File: src/rtl/chase_pkg.sv
// chase_pkg: shared constants and types for the blob locator.
// Screen geometry, output widths and the blob FSM state type.
package chase_pkg;

  localparam int SCREEN_W = 320;
  localparam int SCREEN_H = 240;
  localparam int X_W      = 9;
  localparam int Y_W      = 8;
  localparam int RAD_W    = 7;

  localparam logic [X_W-1:0]   OFFSCREEN_X = 9'h1FF;
  localparam logic [RAD_W-1:0] RAD_MAX     = '1;

  typedef enum logic [1:0] {
    ACCUM,
    DIVIDE,
    PUBLISH
  } blob_state_t;

  // Halve a blob extent and clamp it to the radius range.
  function automatic logic [RAD_W-1:0] rad_sat(
    input logic [X_W:0] ext
  );
    logic [X_W:0] half;
    half = ext >> 1;
    if (half > (X_W+1)'(RAD_MAX)) return RAD_MAX;
    return half[RAD_W-1:0];
  endfunction

endpackage

File: src/rtl/seq_divider.sv
// seq_divider: restoring divider, one quotient bit per cycle.
// done pulses in the last iteration; quotient is valid with it.
module seq_divider #(
  parameter int DIV_W = 25,
  parameter int DSR_W = 17,
  parameter int Q_W   = DIV_W
) (
  input  logic             clk,
  input  logic             rst,
  input  logic             start,
  input  logic [DIV_W-1:0] dividend,
  input  logic [DSR_W-1:0] divisor,
  output logic             busy,
  output logic             done,
  output logic [Q_W-1:0]   quotient
);

  localparam int CW = $clog2(DIV_W + 1);

  logic [DIV_W-1:0] dvd_q, dvd_nx;
  logic [DSR_W-1:0] dsr_q, rem_q, rem_nx;
  logic [DSR_W:0]   shifted, diff;
  logic             qbit;
  logic [CW-1:0]    step_q;

  // One trial subtraction; quotient bits shift in behind the dividend.
  always_comb begin
    shifted  = {rem_q, dvd_q[DIV_W-1]};
    diff     = shifted - {1'b0, dsr_q};
    qbit     = ~diff[DSR_W];
    rem_nx   = qbit ? diff[DSR_W-1:0] : shifted[DSR_W-1:0];
    dvd_nx   = {dvd_q[DIV_W-2:0], qbit};
    done     = busy && (step_q == CW'(DIV_W - 1));
    quotient = dvd_nx[Q_W-1:0];
  end

  // Iteration registers; a start always reloads the operands.
  always_ff @(posedge clk) begin
    if (rst) begin
      busy   <= 1'b0;
      step_q <= '0;
      rem_q  <= '0;
      dvd_q  <= '0;
      dsr_q  <= '0;
    end else if (start) begin
      busy   <= 1'b1;
      step_q <= '0;
      rem_q  <= '0;
      dvd_q  <= dividend;
      dsr_q  <= divisor;
    end else if (busy) begin
      rem_q  <= rem_nx;
      dvd_q  <= dvd_nx;
      step_q <= step_q + 1'b1;
      if (done) busy <= 1'b0;
    end
  end

endmodule

File: src/rtl/blob_centroid.sv
// blob_centroid: per-frame blob centroid x and radius.
// Define BLOB_VERTICAL_RAD_EN to include blob height in the radius.
module blob_centroid
  import chase_pkg::*;
#(
  parameter int MIN_PIXELS = 16,
  parameter int DIV_W      = 25
) (
  input  logic             clk,
  input  logic             rst,
  input  logic             pix_valid,
  input  logic             pix_match,
  input  logic [X_W-1:0]   hcount,
  input  logic [Y_W-1:0]   vcount,
  input  logic             frame_done,
  output logic [X_W-1:0]   pre_x,
  output logic [RAD_W-1:0] pre_rad,
  output logic             out_valid,
  output logic             busy,
  output logic             overrun
);

  localparam int CNT_W = 17;

  blob_state_t state_q, state_d;

  logic             hit, big, start;
  logic             div_busy, div_done;
  logic [DIV_W-1:0] sum_x, sum_nx;
  logic [CNT_W-1:0] cnt, cnt_nx;
  logic [X_W-1:0]   min_x, max_x, min_nx, max_nx;
  logic [X_W-1:0]   quot;
  logic [X_W:0]     width, ext;
  logic [RAD_W-1:0] rad_nx, rad_q;

`ifdef BLOB_VERTICAL_RAD_EN
  logic [Y_W-1:0] min_y, max_y, min_ny, max_ny;
  logic [Y_W:0]   height;

  // Vertical extent of this frame, including a same-cycle match.
  always_comb begin
    min_ny = min_y;
    max_ny = max_y;
    if (hit && vcount < min_y) min_ny = vcount;
    if (hit && vcount > max_y) max_ny = vcount;
    height = {1'b0, max_ny} - {1'b0, min_ny} + 1'b1;
  end

  // Vertical extent registers, cleared at every frame boundary.
  always_ff @(posedge clk) begin
    if (rst || frame_done) begin
      min_y <= '1;
      max_y <= '0;
    end else begin
      min_y <= min_ny;
      max_y <= max_ny;
    end
  end
`else
  logic unused_vcount;
  assign unused_vcount = ^vcount;
`endif

  // Next accumulator values and the radius they imply.
  always_comb begin
    hit    = pix_valid & pix_match;
    sum_nx = sum_x;
    cnt_nx = cnt;
    min_nx = min_x;
    max_nx = max_x;
    if (hit) begin
      sum_nx = sum_x + DIV_W'(hcount);
      cnt_nx = cnt + 1'b1;
      if (hcount < min_x) min_nx = hcount;
      if (hcount > max_x) max_nx = hcount;
    end
    width = {1'b0, max_nx} - {1'b0, min_nx} + 1'b1;
    ext   = width;
`ifdef BLOB_VERTICAL_RAD_EN
    if ({1'b0, height} > width) ext = {1'b0, height};
`endif
    rad_nx    = rad_sat(ext);
    big       = cnt_nx >= CNT_W'(MIN_PIXELS);
    start     = (state_q == ACCUM) && frame_done && big;
    overrun   = frame_done && (state_q != ACCUM);
    out_valid = (state_q == PUBLISH);
    busy      = div_busy;
  end

  // Frame accumulators; frame_done snapshots then clears them.
  always_ff @(posedge clk) begin
    if (rst || frame_done) begin
      sum_x <= '0;
      cnt   <= '0;
      min_x <= OFFSCREEN_X;
      max_x <= '0;
    end else begin
      sum_x <= sum_nx;
      cnt   <= cnt_nx;
      min_x <= min_nx;
      max_x <= max_nx;
    end
  end

  // Radius snapshot held while the divide runs.
  always_ff @(posedge clk) begin
    if (rst) rad_q <= '0;
    else if (start) rad_q <= rad_nx;
  end

  seq_divider #(
    .DIV_W (DIV_W),
    .DSR_W (CNT_W),
    .Q_W   (X_W)
  ) u_div (
    .clk      (clk),
    .rst      (rst),
    .start    (start),
    .dividend (sum_nx),
    .divisor  (cnt_nx),
    .busy     (div_busy),
    .done     (div_done),
    .quotient (quot)
  );

  // State register.
  always_ff @(posedge clk) begin
    if (rst) state_q <= ACCUM;
    else state_q <= state_d;
  end

  // Next-state logic.
  always_comb begin
    state_d = state_q;
    unique case (state_q)
      ACCUM:
        if (frame_done) state_d = big ? DIVIDE : PUBLISH;
      DIVIDE:
        if (div_done) state_d = PUBLISH;
      PUBLISH:
        state_d = ACCUM;
      default:
        state_d = ACCUM;
    endcase
  end

  // Published outputs, loaded on entry to PUBLISH and held otherwise.
  always_ff @(posedge clk) begin
    if (rst) begin
      pre_x   <= OFFSCREEN_X;
      pre_rad <= '0;
    end else if (state_q == ACCUM && frame_done && !big) begin
      pre_x   <= OFFSCREEN_X;
      pre_rad <= '0;
    end else if (state_q == DIVIDE && div_done) begin
      pre_x   <= quot;
      pre_rad <= rad_q;
    end
  end

endmodule

File: config.mk
export PLATFORM = sky130hd
export DESIGN_NAME = blob_centroid
export DESIGN_NICKNAME = d
export VERILOG_FILES = /design/src/rtl/chase_pkg.sv /design/src/rtl/seq_divider.sv /design/src/rtl/blob_centroid.sv
export SDC_FILE = /design/constraint.sdc
export NUM_CORES = 1
export LEC_CHECK = 0
export CORE_UTILIZATION = 58
export CTS_CLUSTER_SIZE = 28
export DETAILED_ROUTE_END_ITERATION = 16
export DONT_BUFFER_PORTS = 1
export PLACE_DENSITY = 0.79
export SYNTH_ARGS = -nofsm -noshare
export SYNTH_HDL_FRONTEND = slang
export SYNTH_SLANG_ARGS = --single-unit
File: constraint.sdc
create_clock -name clk -period 4.5 [get_ports clk]
set_clock_uncertainty 0.15 [all_clocks]
set_input_delay 0.45 -clock clk [delete_from_list [all_inputs] [get_ports clk]]
set_output_delay 0.45 -clock clk [all_outputs]
set_load 0.01 [all_outputs]
==> results.md <==
* DR vias at 6,468
* I/O pin count at 41
* Via-to-Cell Ratio at 5.76
* Arrival time reported for the critical path endpoint at 4.37 ns
* Post-layout net count at 1,017
* Die Footprint at approximately 15,000 sq um
* Average wire per cell in the routed design at 15.3 um
* Effective utilization at floorplan at 0.597
* Number of pins with negative max-slew slack in the final report at 0
* Clock tree sinks at 150
* Clock transition at the register clock pins on the worst setup and hold paths after CTS at 0.06 ns
* Type of destination of the critical path: flop
* Aggregate negative setup slack at 0 ns
* Final hold violation count at 0
* Register bit count reported by yosys at 150
* Min cycle time layout at 4.25 ns
* Reported leakage power at 0.00375 uW
* Root buf cell: clkbuf_16
* Count of fill cells added during filler insertion at ~1,100
* Sequential cell area fraction in the yosys report at 0.361
* Post-DP HPWL at ~12,000 um
* Worst hold-check path type: primary input to flop
* Ratio of cells with drive above 1 in the final layout at 0.104
* Post-Syn Instances at roughly 940
* Outcome: finished clean
* Max-cap viol count at 0
* Post-detailed-route count of antenna-violating nets at 0
* Slew margin rel. at 0.268
* CTS buffer count at 17
* Total of warnings raised by yosys at 0
* Hold Path Origin: hcount[0]
* Multi-input gate area at 4970 sq um
* Reg2reg start: max_x[1]
* Iteration-0 DRC Markers at 340
* Crit Path Category: flop to flop
* Area taken by flip-flops and latches at around 3000 sq um
* Routed WL at 17,100 um
* Antenna violations before repair at 0
* Total congestion overflow at 0
* Worst endpoint required time at 4.62 ns
* Setup repair after global routing missed its margin: false
* Max frequency at 235 MHz
* Worst setup path startpoint: max_x[1]
* Via count of the first global-routing pass at roughly 6,300
* First drt pass iteration count at 4
* Post-detailed-route DRC marker count at 0
* Fin Hold WS at 0.0250 ns
* Final setup fails at 0
* Number of enable-type register cells in the synthesized netlist at 0
* Width of the die at 122 um
* Maximum root-to-sink buffer count at 2
* Mean instance size in the synthesized netlist at about 9 sq um
* Critical path launch point type: flop
* CTS tree: yes
* Number of different library cells in the post-synthesis netlist at 53
* Core footprint at between 10,000 and 15,000 sq um
* Combined global-route utilization of all metal layers at 0.244
* Share of synthesized registers carrying an async set or reset at 0
* Worst Max-Slew Pin Slew at 1.09 ns
* Pwr per Cell Area at 326 nW/um^2
* Syn nets at between 1,000 and 1,500
* Number of antenna cells inserted at 0
* Vertical die dimension at 122 um
* Clock latency at the later pin of the worst-skew pair at approximately 0.42 ns
* CP Max Fanout at 6
* Global-route wire length before repair at 28,800 um
* Largest net degree at the start of global routing at 94
* Port bufs at 0
* Layout Area Growth over Synthesis at 10.1%
* Cell Area, Synth at roughly 8300 sq um
* Leading register cell type out of synthesis: dfxtp_1
* Worst ir drop on vdd at 378 uV
* Number of levels the H-tree was split into at 4
* Gpl congestion at 0.863
* Row count at 43
* Period utilization at 0.944
path summary, 6_finish.rpt:
check	cells after the start	slack, ns	endpoint
max	20	0.25	rad_q[1]
min	2	0.03	min_x[0]
max reg2reg	20	0.25	rad_q[1]
min reg2reg	2	0.34	u_div.rem_q[0]
synthesized netlist by cell type, drive strengths merged (16+ instances only):
cell | instances | area (sq um)
dfxtp | 150 | 3000
ha | 62 | 776
o21ai | 16 | 80.1
xor2 | 35 | 307
nor2 | 135 | 507
xnor2 | 25 | 219
nand3 | 23 | 120
nand2 | 45 | 171
clkbuf | 33 | 124
inv | 52 | 195
a21oi | 32 | 160
mux2i | 45 | 450
nor2b | 35 | 219
a211oi | 91 | 743
what timing repair did:
item	CTS	global route
gates resized for setup	1	15
buffers inserted	0	4
hold buffers	1	0
hold endpoints to repair	52	0
endpoints found under the setup margin	6	7
gates cloned	0	0
pin swaps	0	9
per-stage QoR:
stage | setup WS [ns] | utilization | instances | total power (uW) | instance area [sq um]
floorplan | 0.101 | - | 941 | 1490 | 8320
global placement | -0.0485 | 0.606 | 1086 | 1510 | 8440
detailed placement | -0.105 | 0.606 | 1086 | 1510 | 8440
CTS | 0.0178 | 0.652 | 1119 | 2990 | 9080
global route | 0.0220 | 0.657 | 1123 | 3080 | 9160
finish | 0.251 | 0.657 | 1123 | 2980 | 9160
routing by layer:
| metal | wire length, um | GRT usage | vias to the layer above |
|---|---|---|---|
| met1 | 7650 | 0.287 | 3051 |
| met3 | 625 | 0.0618 | 28 |
| met2 | 8490 | 0.426 | 92 |
| met5 | 0 | 0 | - |
| met4 | 360 | 0.0887 | 0 |
| li1 | - | - | 3297 |
layout by cell type, fill, tap and decap left out, types with 25 or more instances in the layout:
master,Yosys,routed
nand2_1,44,43
nor2_1,135,130
mux2i_1,45,44
xnor2_1,25,25
nor2b_1,35,34
inv_1,52,52
a211oi_1,79,77
ha_1,62,62
dfxtp_1,150,148
xor2_1,35,35
a21oi_1,32,31
state kept, by name, indices dropped and copies added, names as in the netlist:
register,count
pre_x,9
pre_rad,7
u_div.rem_q,17
state_q,2
u_div.dvd_q,25
min_x,9
u_div.dsr_q,17
cnt,17
u_div.busy,1
u_div.step_q,5
rad_q,7
max_x,9
sum_x,25
critical path, cell delays in order (launching register included):
cell      delay [ns]
dfxtp_2         0.33
inv_1           0.04
ha_1            0.29
nor2b_1         0.15
o21a_1          0.17
o21a_1          0.16
o21a_1          0.18
o21ai_2         0.20
a21oi_4         0.11
buf_4           0.15
mux2_2          0.28
ha_1            0.29
ha_1            0.34
a21o_1          0.21
a211oi_2        0.22
o21ai_1         0.10
a21oi_1         0.18
xnor2_1         0.17
nand2_2         0.17
nor2_1          0.12
a211oi_1        0.07
power by group:
part	total [uW]	switching [uW]	leakage [uW]	internal, uW
clock	1480	565	0.000303	917
sequential	1340	4.10	0.00121	1330
combinational	162	94.9	0.00223	67.5
cell families after synthesis:
kind of cell               after synthesis  synth area share
and+or+nand+nor                        324             0.196
xor gates and xnor gates                60            0.0632
adders and majority gates               65             0.100
buffers and inverters                   97            0.0483
muxes                                   53            0.0650
DFF                                    150             0.361
AOI/OAI and AO/OA                      192             0.166
area by class of cell:
cell class | instances | share of cell area
multi-input cells | 694 | 0.543
well taps | 180 | 0.0246
repair buffers | 15 | 0.0150
flip-flops and latches | 150 | 0.328
clock buffers | 21 | 0.0514
clock inverters | 11 | 0.0161
inverters | 52 | 0.0213
Power figures use the tool's default switching activity.
